===== config.mk =====
export PLATFORM = sky130hd
export DESIGN_NAME = csr_trap_seq
export DESIGN_NICKNAME = d
export VERILOG_FILES = /design/src/rtl/csr_trap_seq_pkg.sv /design/src/rtl/csr_trap_seq_vec_calc.sv /design/src/rtl/csr_trap_seq.sv
export SDC_FILE = /design/constraint.sdc
export NUM_CORES = 1
export LEC_CHECK = 0
export ABC_AREA = 1
export CORE_ASPECT_RATIO = 0.5
export CORE_UTILIZATION = 55
export DETAILED_ROUTE_END_ITERATION = 8
export PLACE_DENSITY = 0.85
export SLEW_MARGIN = 10
export SYNTH_ARGS = -nofsm -noshare
export SYNTH_HDL_FRONTEND = slang
export SYNTH_SLANG_ARGS = --single-unit

===== constraint.sdc =====
create_clock -name clk -period 4.95 [get_ports clk]
set_input_delay 0.495 -clock clk [delete_from_list [all_inputs] [get_ports clk]]
set_output_delay 0.495 -clock clk [all_outputs]
set_load 0.03 [all_outputs]

===== src/rtl/csr_trap_seq_pkg.sv =====
// ----------------------------------------------------------------------------
// csr_trap_seq_pkg
// Shared definitions for the trap-entry / MRET sequencer: CSR addresses,
// mstatus / mtvec field positions, privilege encodings and sequencer states.
// No ports (package).
// ----------------------------------------------------------------------------
package csr_trap_seq_pkg;

    // Machine-mode CSR addresses touched by the sequencer
    localparam logic [11:0] CSR_MSTATUS = 12'h300;
    localparam logic [11:0] CSR_MTVEC   = 12'h305;
    localparam logic [11:0] CSR_MEPC    = 12'h341;
    localparam logic [11:0] CSR_MCAUSE  = 12'h342;
    localparam logic [11:0] CSR_MTVAL   = 12'h343;

    // mstatus bit positions (MPP occupies MPP_LO+1:MPP_LO)
    localparam int MSTATUS_MIE    = 3;
    localparam int MSTATUS_MPIE   = 7;
    localparam int MSTATUS_MPP_LO = 11;

    localparam logic [1:0] MTVEC_MODE_VECTORED = 2'b01;

    typedef enum logic [1:0] {
        PRIV_U = 2'b00,
        PRIV_S = 2'b01,
        PRIV_M = 2'b11
    } priv_t;

    typedef enum logic [3:0] {
        IDLE,
        RD_MST,
        WR_EPC,
        WR_CAUSE,
        WR_TVAL,
        WR_MST,
        RD_TVEC,
        RD_EPC,
        REDIR
    } trap_state_t;

endpackage


===== src/rtl/csr_trap_seq_vec_calc.sv =====
// ----------------------------------------------------------------------------
// trap_vec_calc
// Purely combinational trap target calculation from mtvec and mcause.
// Direct mode (and reserved modes 2/3) jump to the aligned base; vectored
// mode jumps to base + 4*code for interrupts only.
// Ports:
//   i_mtvec   in  XLEN  latched mtvec value
//   i_irq     in  1     mcause interrupt bit
//   i_code    in  6     mcause low bits used as the vector index
//   o_target  out XLEN  trap entry PC (addition wraps modulo 2^XLEN)
// ----------------------------------------------------------------------------
module trap_vec_calc
    import csr_trap_seq_pkg::*;
#(
    parameter int XLEN      = 64,
    parameter int VECTOR_EN = 1
) (
    input  logic [XLEN-1:0] i_mtvec,
    input  logic            i_irq,
    input  logic [5:0]      i_code,
    output logic [XLEN-1:0] o_target
);

    logic [XLEN-1:0] w_base;
    logic [XLEN-1:0] w_offset;
    logic            w_vectored;

    assign w_base     = {i_mtvec[XLEN-1:2], 2'b00};
    assign w_offset   = {{(XLEN-8){1'b0}}, i_code, 2'b00};
    assign w_vectored = (VECTOR_EN != 0) && (i_mtvec[1:0] == MTVEC_MODE_VECTORED) && i_irq;
    assign o_target   = w_vectored ? (w_base + w_offset) : w_base;

endmodule


===== src/rtl/csr_trap_seq.sv =====
// ----------------------------------------------------------------------------
// csr_trap_seq
// Trap-entry / MRET sequencer that owns the CSR file write and read ports
// while busy. A trap saves mepc/mcause/mtval, updates mstatus, reads mtvec
// and redirects fetch; MRET restores mstatus and redirects to mepc.
// Ports:
//   clk, rst                      clock, async active-low reset
//   trap_req/cause/pc/tval        trap request and its payload
//   mret_req                      MRET request
//   req_ack                       one-cycle pulse after a request is taken
//   busy                          sequence running, core stalls
//   csr_we/wtarget/wdata          CSR file write port
//   csr_rtarget/rdata             CSR file read port (combinational read)
//   redirect_valid/redirect_pc    fetch redirect pulse and target
//   priv                          current privilege level
// ----------------------------------------------------------------------------
module csr_trap_seq
    import csr_trap_seq_pkg::*;
#(
    parameter int         XLEN       = 64,
    parameter logic [1:0] RESET_PRIV = 2'b11,
    parameter int         VECTOR_EN  = 1
) (
    input  logic            clk,
    input  logic            rst,
    input  logic            trap_req,
    input  logic [XLEN-1:0] trap_cause,
    input  logic [XLEN-1:0] trap_pc,
    input  logic [XLEN-1:0] trap_tval,
    input  logic            mret_req,
    output logic            req_ack,
    output logic            busy,
    output logic            csr_we,
    output logic [11:0]     csr_wtarget,
    output logic [XLEN-1:0] csr_wdata,
    output logic [11:0]     csr_rtarget,
    input  logic [XLEN-1:0] csr_rdata,
    output logic            redirect_valid,
    output logic [XLEN-1:0] redirect_pc,
    output logic [1:0]      priv
);

    trap_state_t     r_state;
    logic            r_is_mret;
    logic            r_busy;
    logic            r_req_ack;
    logic            r_csr_we;
    logic [11:0]     r_wtarget;
    logic [11:0]     r_rtarget;
    logic            r_redirect_valid;
    logic [1:0]      r_priv;
    logic [XLEN-1:0] r_cause;
    logic [XLEN-1:0] r_pc;
    logic [XLEN-1:0] r_tval;
    logic [XLEN-1:0] r_mstatus;
    logic [XLEN-1:0] r_mtvec;
    logic [XLEN-1:0] r_mepc;

    logic [XLEN-1:0] w_wdata;
    logic [XLEN-1:0] w_target;
    logic [XLEN-1:0] w_redirect_pc;

    // mstatus image written on trap entry: stash MIE and privilege, mask interrupts
    function automatic logic [XLEN-1:0] trap_mstatus(input logic [XLEN-1:0] m, input logic [1:0] p);
        logic [XLEN-1:0] v;
        v = m;
        v[MSTATUS_MPIE] = m[MSTATUS_MIE];
        v[MSTATUS_MIE] = 1'b0;
        v[MSTATUS_MPP_LO +: 2] = p;
        return v;
    endfunction

    // mstatus image written on MRET: restore MIE, re-arm MPIE, MPP falls to U
    function automatic logic [XLEN-1:0] mret_mstatus(input logic [XLEN-1:0] m);
        logic [XLEN-1:0] v;
        v = m;
        v[MSTATUS_MIE] = m[MSTATUS_MPIE];
        v[MSTATUS_MPIE] = 1'b1;
        v[MSTATUS_MPP_LO +: 2] = PRIV_U;
        return v;
    endfunction

    trap_vec_calc #(
        .XLEN      (XLEN),
        .VECTOR_EN (VECTOR_EN)
    ) u_vec_calc (
        .i_mtvec  (r_mtvec),
        .i_irq    (r_cause[XLEN-1]),
        .i_code   (r_cause[5:0]),
        .o_target (w_target)
    );

    // Control outputs are registered on the transition into each state, so
    // they line up with the state they describe.
    always_ff @(posedge clk or negedge rst) begin
        if (!rst) begin
            r_state          <= IDLE;
            r_is_mret        <= 1'b0;
            r_busy           <= 1'b0;
            r_req_ack        <= 1'b0;
            r_csr_we         <= 1'b0;
            r_wtarget        <= '0;
            r_rtarget        <= '0;
            r_redirect_valid <= 1'b0;
            r_priv           <= RESET_PRIV;
            r_cause          <= '0;
            r_pc             <= '0;
            r_tval           <= '0;
            r_mstatus        <= '0;
            r_mtvec          <= '0;
            r_mepc           <= '0;
        end else begin
            r_req_ack        <= 1'b0;
            r_redirect_valid <= 1'b0;
            case (r_state)
                IDLE: begin
                    // trap wins when both requests arrive together
                    if (trap_req || mret_req) begin
                        r_state   <= RD_MST;
                        r_is_mret <= !trap_req;
                        r_busy    <= 1'b1;
                        r_req_ack <= 1'b1;
                        r_rtarget <= CSR_MSTATUS;
                        if (trap_req) begin
                            r_cause <= trap_cause;
                            r_pc    <= trap_pc;
                            r_tval  <= trap_tval;
                        end
                    end
                end
                RD_MST: begin
                    r_mstatus <= csr_rdata;
                    r_rtarget <= '0;
                    r_csr_we  <= 1'b1;
                    if (r_is_mret) begin
                        r_state   <= WR_MST;
                        r_wtarget <= CSR_MSTATUS;
                    end else begin
                        r_state   <= WR_EPC;
                        r_wtarget <= CSR_MEPC;
                    end
                end
                WR_EPC: begin
                    r_state   <= WR_CAUSE;
                    r_wtarget <= CSR_MCAUSE;
                end
                WR_CAUSE: begin
                    r_state   <= WR_TVAL;
                    r_wtarget <= CSR_MTVAL;
                end
                WR_TVAL: begin
                    r_state   <= WR_MST;
                    r_wtarget <= CSR_MSTATUS;
                end
                WR_MST: begin
                    r_csr_we  <= 1'b0;
                    r_wtarget <= '0;
                    if (r_is_mret) begin
                        r_state   <= RD_EPC;
                        r_rtarget <= CSR_MEPC;
                        r_priv    <= r_mstatus[MSTATUS_MPP_LO +: 2];
                    end else begin
                        r_state   <= RD_TVEC;
                        r_rtarget <= CSR_MTVEC;
                        r_priv    <= PRIV_M;
                    end
                end
                RD_TVEC: begin
                    r_mtvec          <= csr_rdata;
                    r_rtarget        <= '0;
                    r_state          <= REDIR;
                    r_redirect_valid <= 1'b1;
                end
                RD_EPC: begin
                    r_mepc           <= csr_rdata;
                    r_rtarget        <= '0;
                    r_state          <= REDIR;
                    r_redirect_valid <= 1'b1;
                end
                REDIR: begin
                    r_state <= IDLE;
                    r_busy  <= 1'b0;
                end
                default: begin
                    r_state <= IDLE;
                    r_busy  <= 1'b0;
                end
            endcase
        end
    end

    // Write data comes only from latched registers; the CSR file commits on
    // the falling edge, so same-cycle read data must never feed it.
    always_comb begin
        w_wdata = '0;
        case (r_state)
            WR_EPC:   w_wdata = r_pc;
            WR_CAUSE: w_wdata = r_cause;
            WR_TVAL:  w_wdata = r_tval;
            WR_MST:   w_wdata = r_is_mret ? mret_mstatus(r_mstatus) : trap_mstatus(r_mstatus, r_priv);
            default:  w_wdata = '0;
        endcase
    end

    always_comb begin
        w_redirect_pc = '0;
        if (r_state == REDIR) begin
            w_redirect_pc = r_is_mret ? r_mepc : w_target;
        end
    end

    assign busy           = r_busy;
    assign req_ack        = r_req_ack;
    assign csr_we         = r_csr_we;
    assign csr_wtarget    = r_wtarget;
    assign csr_wdata      = w_wdata;
    assign csr_rtarget    = r_rtarget;
    assign redirect_valid = r_redirect_valid;
    assign redirect_pc    = w_redirect_pc;
    assign priv           = r_priv;

endmodule


==> out/summary.txt <==
reg2reg start -> r_state[3]
Hold Vio Cnt, Final -> 0
RR Endpoint -> csr_wtarget[8]
Gate power share -> 43.5%
critical path class -> reg2out
Pwr Total -> 0.0164 W
flops & latches, synth -> 403
Hold-fix buffers, CTS -> 0
Req. time, crit path -> 4.45 ns
Slew headroom -> 20.5%
total core area -> 0.0350 mm^2
outcome -> completed
Post-CTS Setup Inserts -> 0
DR vias -> 18700
Final Skew -> 0.0165 ns
Syn Inst Count -> 2381
power density cells -> 646 mW/mm^2
GRT Total Usage -> 37.2%
worst endpoint data arrival time -> 3.96 ns
Yosys cell types -> 48
CP Launch Type -> flip-flop
die height -> 136 um
vias in the first global route -> 17300
CTS resizes -> 0
placed insts -> 3148
num rows -> 48
Clk Latency, worst-skew pair -> 0.55 ns
Area Growth Syn to Fin -> 27.9%
unrepaired setup endpoints after global routing -> no
switching portion of total power -> 43.1%
sequential share of the synthesized area -> 50.8%
Max Fclk -> 224 MHz
Yosys Warn Count -> 0
max-cap viol count -> 0
CTS buffer count -> 37
Final nets -> 2979
grt ovf -> 0
Clock Path Buffers -> 3
crit end category -> output pin
Clk network pwr share -> 18.3%
Routed WL per cell -> 21.6 um
largest net degree at the start of global routing -> 182
Synth top area share -> 50.5%
clk slew on worst S/H paths -> 0.07 ns
antenna violations before repair -> 13
Hold Crit Class -> in2async
HPWL Detailed -> 50.6 mm
Pint -> 0.00934 W
Seq pwr share -> 38.2%
final core utilization -> 72.6%
Sw Pwr -> 0.00707 W
RD Place Congestion -> 1.03
Vias/cell -> 5.81
final WL -> 69.6 mm
Synth area leaders -> dfrtp_1 (50%), nand2_1 (10%), o21ai_0 (9.5%), inv_1 (6.1%), mux2_2 (3.9%)
root buffer cell -> clkbuf_16
CTS Sinks -> 403
Tightest Pin Transition -> 1.19 ns
Die ar. -> 0.0369 mm^2
htree depth -> 2
length in cells of the worst reg-to-reg path -> 6
critical path fanouts, max -> 29
Pins Over Slew Limit -> 0
fin cells -> 3226
die width -> 271 um
Synth Cell Area -> 0.0199 mm^2
Leak -> 11.8 nW
share of layout cells above drive strength 1 -> 7.59%
first-pass GRT wire length -> 103 mm
Avg Synthesized Cell Area -> 8.35 um^2
ANT nets after route -> 0
First-pass DRT Iterations -> 6
Remaining DRCs -> 0
fin crit share -> 90.1%
Starting Density -> 56.8%
setup_tns -> 0 ns
DRT iter0 DRCs -> 2531
CTS tree -> built
r2r setup slk -> 2.17 ns
I/O pin total -> 418
Setup Viol. Count Final -> 0
I/O Buffers -> 403
worst vdd ir -> 0.396 mV
minimum clock period -> 4.46 ns
cell taking the most area after synthesis -> dfrtp_1
-- per-stage QoR --
stage	worst slack [ns]	cell area, um^2	hold WS (ns)
2_1_floorplan	2.23	19900	0.199
3_3_place_gp	1.26	24100	0.456
3_5_place_dp	1.19	24100	0.469
4_1_cts	0.608	25400	0.0967
5_1_grt	0.420	25400	0.143
6_report	0.491	25400	0.0736
-- flip-flops by register name, indices dropped and copies added, names as in the netlist --
register        flops
csr_wtarget         4
r_is_mret           1
r_mepc             64
r_pc               64
r_state             4
r_cause            64
csr_we              1
priv                2
req_ack             1
r_mtvec            64
redirect_valid      1
r_mstatus          64
busy                1
r_tval             64
csr_rtarget         4
-- critical path: stages (launching register included) --
cell and delay (ns):
dfrtp_1 0.42, nor2_1 0.45, nand2_1 0.29, nor2_4 0.46
buf_4 0.45, buf_4 0.39, a221o_1 0.23, clkdlybuf4s50_1 0.69
-- power groups by stage --
stage | Clock (W) | Sequential, W | Combinational (W)
after floorplan | 0 | 0.00578 | 0.00472
after global placement | 0 | 0.00616 | 0.00680
after detailed placement | 0 | 0.00622 | 0.00702
after CTS | 0.00301 | 0.00618 | 0.00709
after global routing | 0.00314 | 0.00639 | 0.00776
final | 0.00300 | 0.00627 | 0.00715
-- logic make-up after synthesis --
| logic type | Yosys count | share of synthesized area [%] |
|---|---|---|
| flops | 403 | 50.8 |
| other cells | 1 | 0.0189 |
| simple gates | 853 | 18.3 |
| mux | 69 | 3.91 |
| xor+xnor | 10 | 0.441 |
| buf+inv | 472 | 9.62 |
| fa+ha+maj | 7 | 0.478 |
| compound gates | 566 | 16.5 |
-- Yosys cell counts, drive strengths merged --
| master | count |
|---|---|
| nor2 | 177 |
| mux2 | 69 |
| dfstp | 2 |
| and2 | 1 |
| ha | 6 |
| conb | 1 |
| o2111ai | 5 |
| xnor2 | 6 |
| buf | 66 |
| a221o | 59 |
| nor3 | 13 |
| nand3 | 74 |
| inv | 329 |
| nand2 | 561 |
| o21ai | 385 |
| dfrtp | 401 |
| fa | 1 |
| o22a | 2 |
| nand3b | 5 |
| clkinv | 1 |
| a31oi | 4 |
| or2 | 5 |
| o22ai | 59 |
| o31ai | 1 |
| xor2 | 4 |
| o211a | 1 |
| o21bai | 1 |
| clkbuf | 76 |
| a21oi | 36 |
| nand4 | 17 |
| o211ai | 13 |
-- how the worst max path moves through the flow --
stage,from,endpoint,cells after the start
after floorplan,r_mtvec[2],redirect_pc[44],11
after global placement,r_state[3],csr_wdata[61],7
after detailed placement,r_state[3],csr_wdata[61],7
after CTS,r_state[3],csr_wdata[61],7
after global routing,r_state[3],csr_wdata[61],7
final,r_state[3],csr_wdata[61],7
-- per-layer routing --
layer,global-route usage (%),part of all wire [%]
met5,0,0.024
met1,51.7,40
met3,9.73,11
met2,55.6,44
met4,14.9,4.3
-- final cells by class --
type,instances,area (um^2)
Antenna cell,11,27.5
Clock buffer,49,1050
Clock inverter,18,190
Fill cell,2609,9600
Inverter,330,1240
Multi-Input combinational cell,1519,7970
Sequential cell,403,10100
Tap cell,475,594
Timing Repair Buffer,421,4250
-- cells in the final DEF, fill, tap and decap left out, types with 9 or more instances in the layout --
cell type and count:
clkbuf_16 39, nor2_1 156, clkinv_2 9, nor2_2 10
clkdlybuf4s50_1 402, nand2_1 550, nand4_1 16, nand3_1 65
nor3_1 10, a221o_1 59, buf_4 12, mux2_2 69
conb_1 14, o211ai_1 13, o22ai_1 59, diode_2 11
o21ai_0 377, inv_1 321, a21oi_1 36, dfrtp_1 401
No activity file was read; power rests on OpenSTA's default activity.
==> patch, RTL diff (same flow settings) <==
`XLEN` is set to 64 in 2 places; all go to 32.
--- a/src/rtl/csr_trap_seq_vec_calc.sv
+++ b/src/rtl/csr_trap_seq_vec_calc.sv
@@ -14,3 +14,3 @@
 #(
-    parameter int XLEN      = 64,
+    parameter int XLEN      = 32,
     parameter int VECTOR_EN = 1
--- a/src/rtl/csr_trap_seq.sv
+++ b/src/rtl/csr_trap_seq.sv
@@ -19,3 +19,3 @@
 #(
-    parameter int         XLEN       = 64,
+    parameter int         XLEN       = 32,
     parameter logic [1:0] RESET_PRIV = 2'b11,
Ports: changed (6 resized); port bits go from 418 to 226. The function was not compared with the original's and may differ.
==> patch against the unedited design <==
  * First-iteration DRC count shrank 66%
  * Setup slack gained 0.55 ns
  * Total power shrank 47%
  * Core utilization grew 0.97 points
  * Sequential cell count shrank 192
  * Critical path depth grew 1
  * Routed wire length shrank 57%
  * Area after synthesis shrank 48%
  * Cell area shrank 48%
  * Critical endpoint is now csr_wdata[3]
==> patch: results (changes against the unedited design) <==
----------------------------------------------------
[Outcome]
  Result of the run ... complete, no violations

[Worst setup path]
  Worst reg2reg startpoint ... r_state[1]$_DFFE_PN0P_
  Worst path top cell family by delay ... simple AND/OR/NAND/NOR gates
  Cell with the biggest individual delay on the critical path ... sky130_fd_sc_hd__nor2_4
  Worst path max stage delay ... 0.72 ns (+0.03 ns)
  Worst-case reg-to-reg path depth ... 7 (+1)
  Flop2flop setup slack ... 2.45 ns (+0.28 ns)

[Yosys]
  Synthesized-area fraction occupied by adder cells ... 0.009240 (+0.004455)
  XOR/XNOR Fraction of Synth Area ... 0.004255 (-0.0001516)
  Synthesized-area fraction occupied by ao, oa, aoi and oai cells ... 0.1573 (-0.007684)
  Post-synthesis sequential area ratio ... 0.5133 (+0.005758)
  Mean Syn Cell Area ... 8.422 um^2 (+0.89%)

[Global route]
  Wire length of the first global-routing pass ... 47880 um (-54%)
  Aggregate global-route resource usage ... 0.3179 (-0.05397)

[Detailed routing]
  Number of search-and-repair iterations in the first detailed-routing pass ... 5 (-1)
  Detailed Route Iter0 Violations ... 866 (-66%)
  Top routing layer used ... met4
  Sum of routed wire segments on met1 ... 12770 um (-55%)
  Total met3 wirelength after detailed routing ... 3108 um (-61%)
  Wire length per cell after detailed routing ... 18.14 um (-16%)

[Placement]
  Port buffer count ... 211 (-48%)
  Detail Placement HPWL ... 21380 um (-58%)
  Placed cells ... 1616 (-49%)
  Final GP Congestion ... 0.9348 (-9.2%)
  Worst slack at placement ... 1.607 ns (+0.4183 ns)

[Power]
  Power in the clock group ... 0.00156 W (-48%)

[Timing]
  Clock Skews ... 0.01507 ns (-0.001401 ns)

[Finish]
  Final antenna diode count ... 0 (-11)

----------------------------------------------------
patch: cell count changes in the layout (fill, tap and decap cells not counted), moves of 31 or more:
cell | unedited run | this run
sky130_fd_sc_hd__a221o_1 | 59 | 27
sky130_fd_sc_hd__inv_1 | 321 | 170
sky130_fd_sc_hd__dfrtp_1 | 401 | 209
sky130_fd_sc_hd__clkdlybuf4s50_1 | 402 | 210
sky130_fd_sc_hd__mux2_2 | 69 | 34
sky130_fd_sc_hd__nand2_1 | 550 | 276
sky130_fd_sc_hd__nor2_1 | 156 | 75
sky130_fd_sc_hd__o22ai_1 | 59 | 28
sky130_fd_sc_hd__o21ai_0 | 377 | 172
patch: layout make-up:
type                            instances  area (um^2)  area share
Clock inverter                          6        58.81    0.004486
Inverter                              175        656.9     0.05010
Clock buffer                           29        605.6     0.04619
Multi-Input combinational cell        775         4010      0.3059
Timing Repair Buffer                  221         2203      0.1681
Tap cell                              234        292.8     0.02233
Sequential cell                       211         5283      0.4029
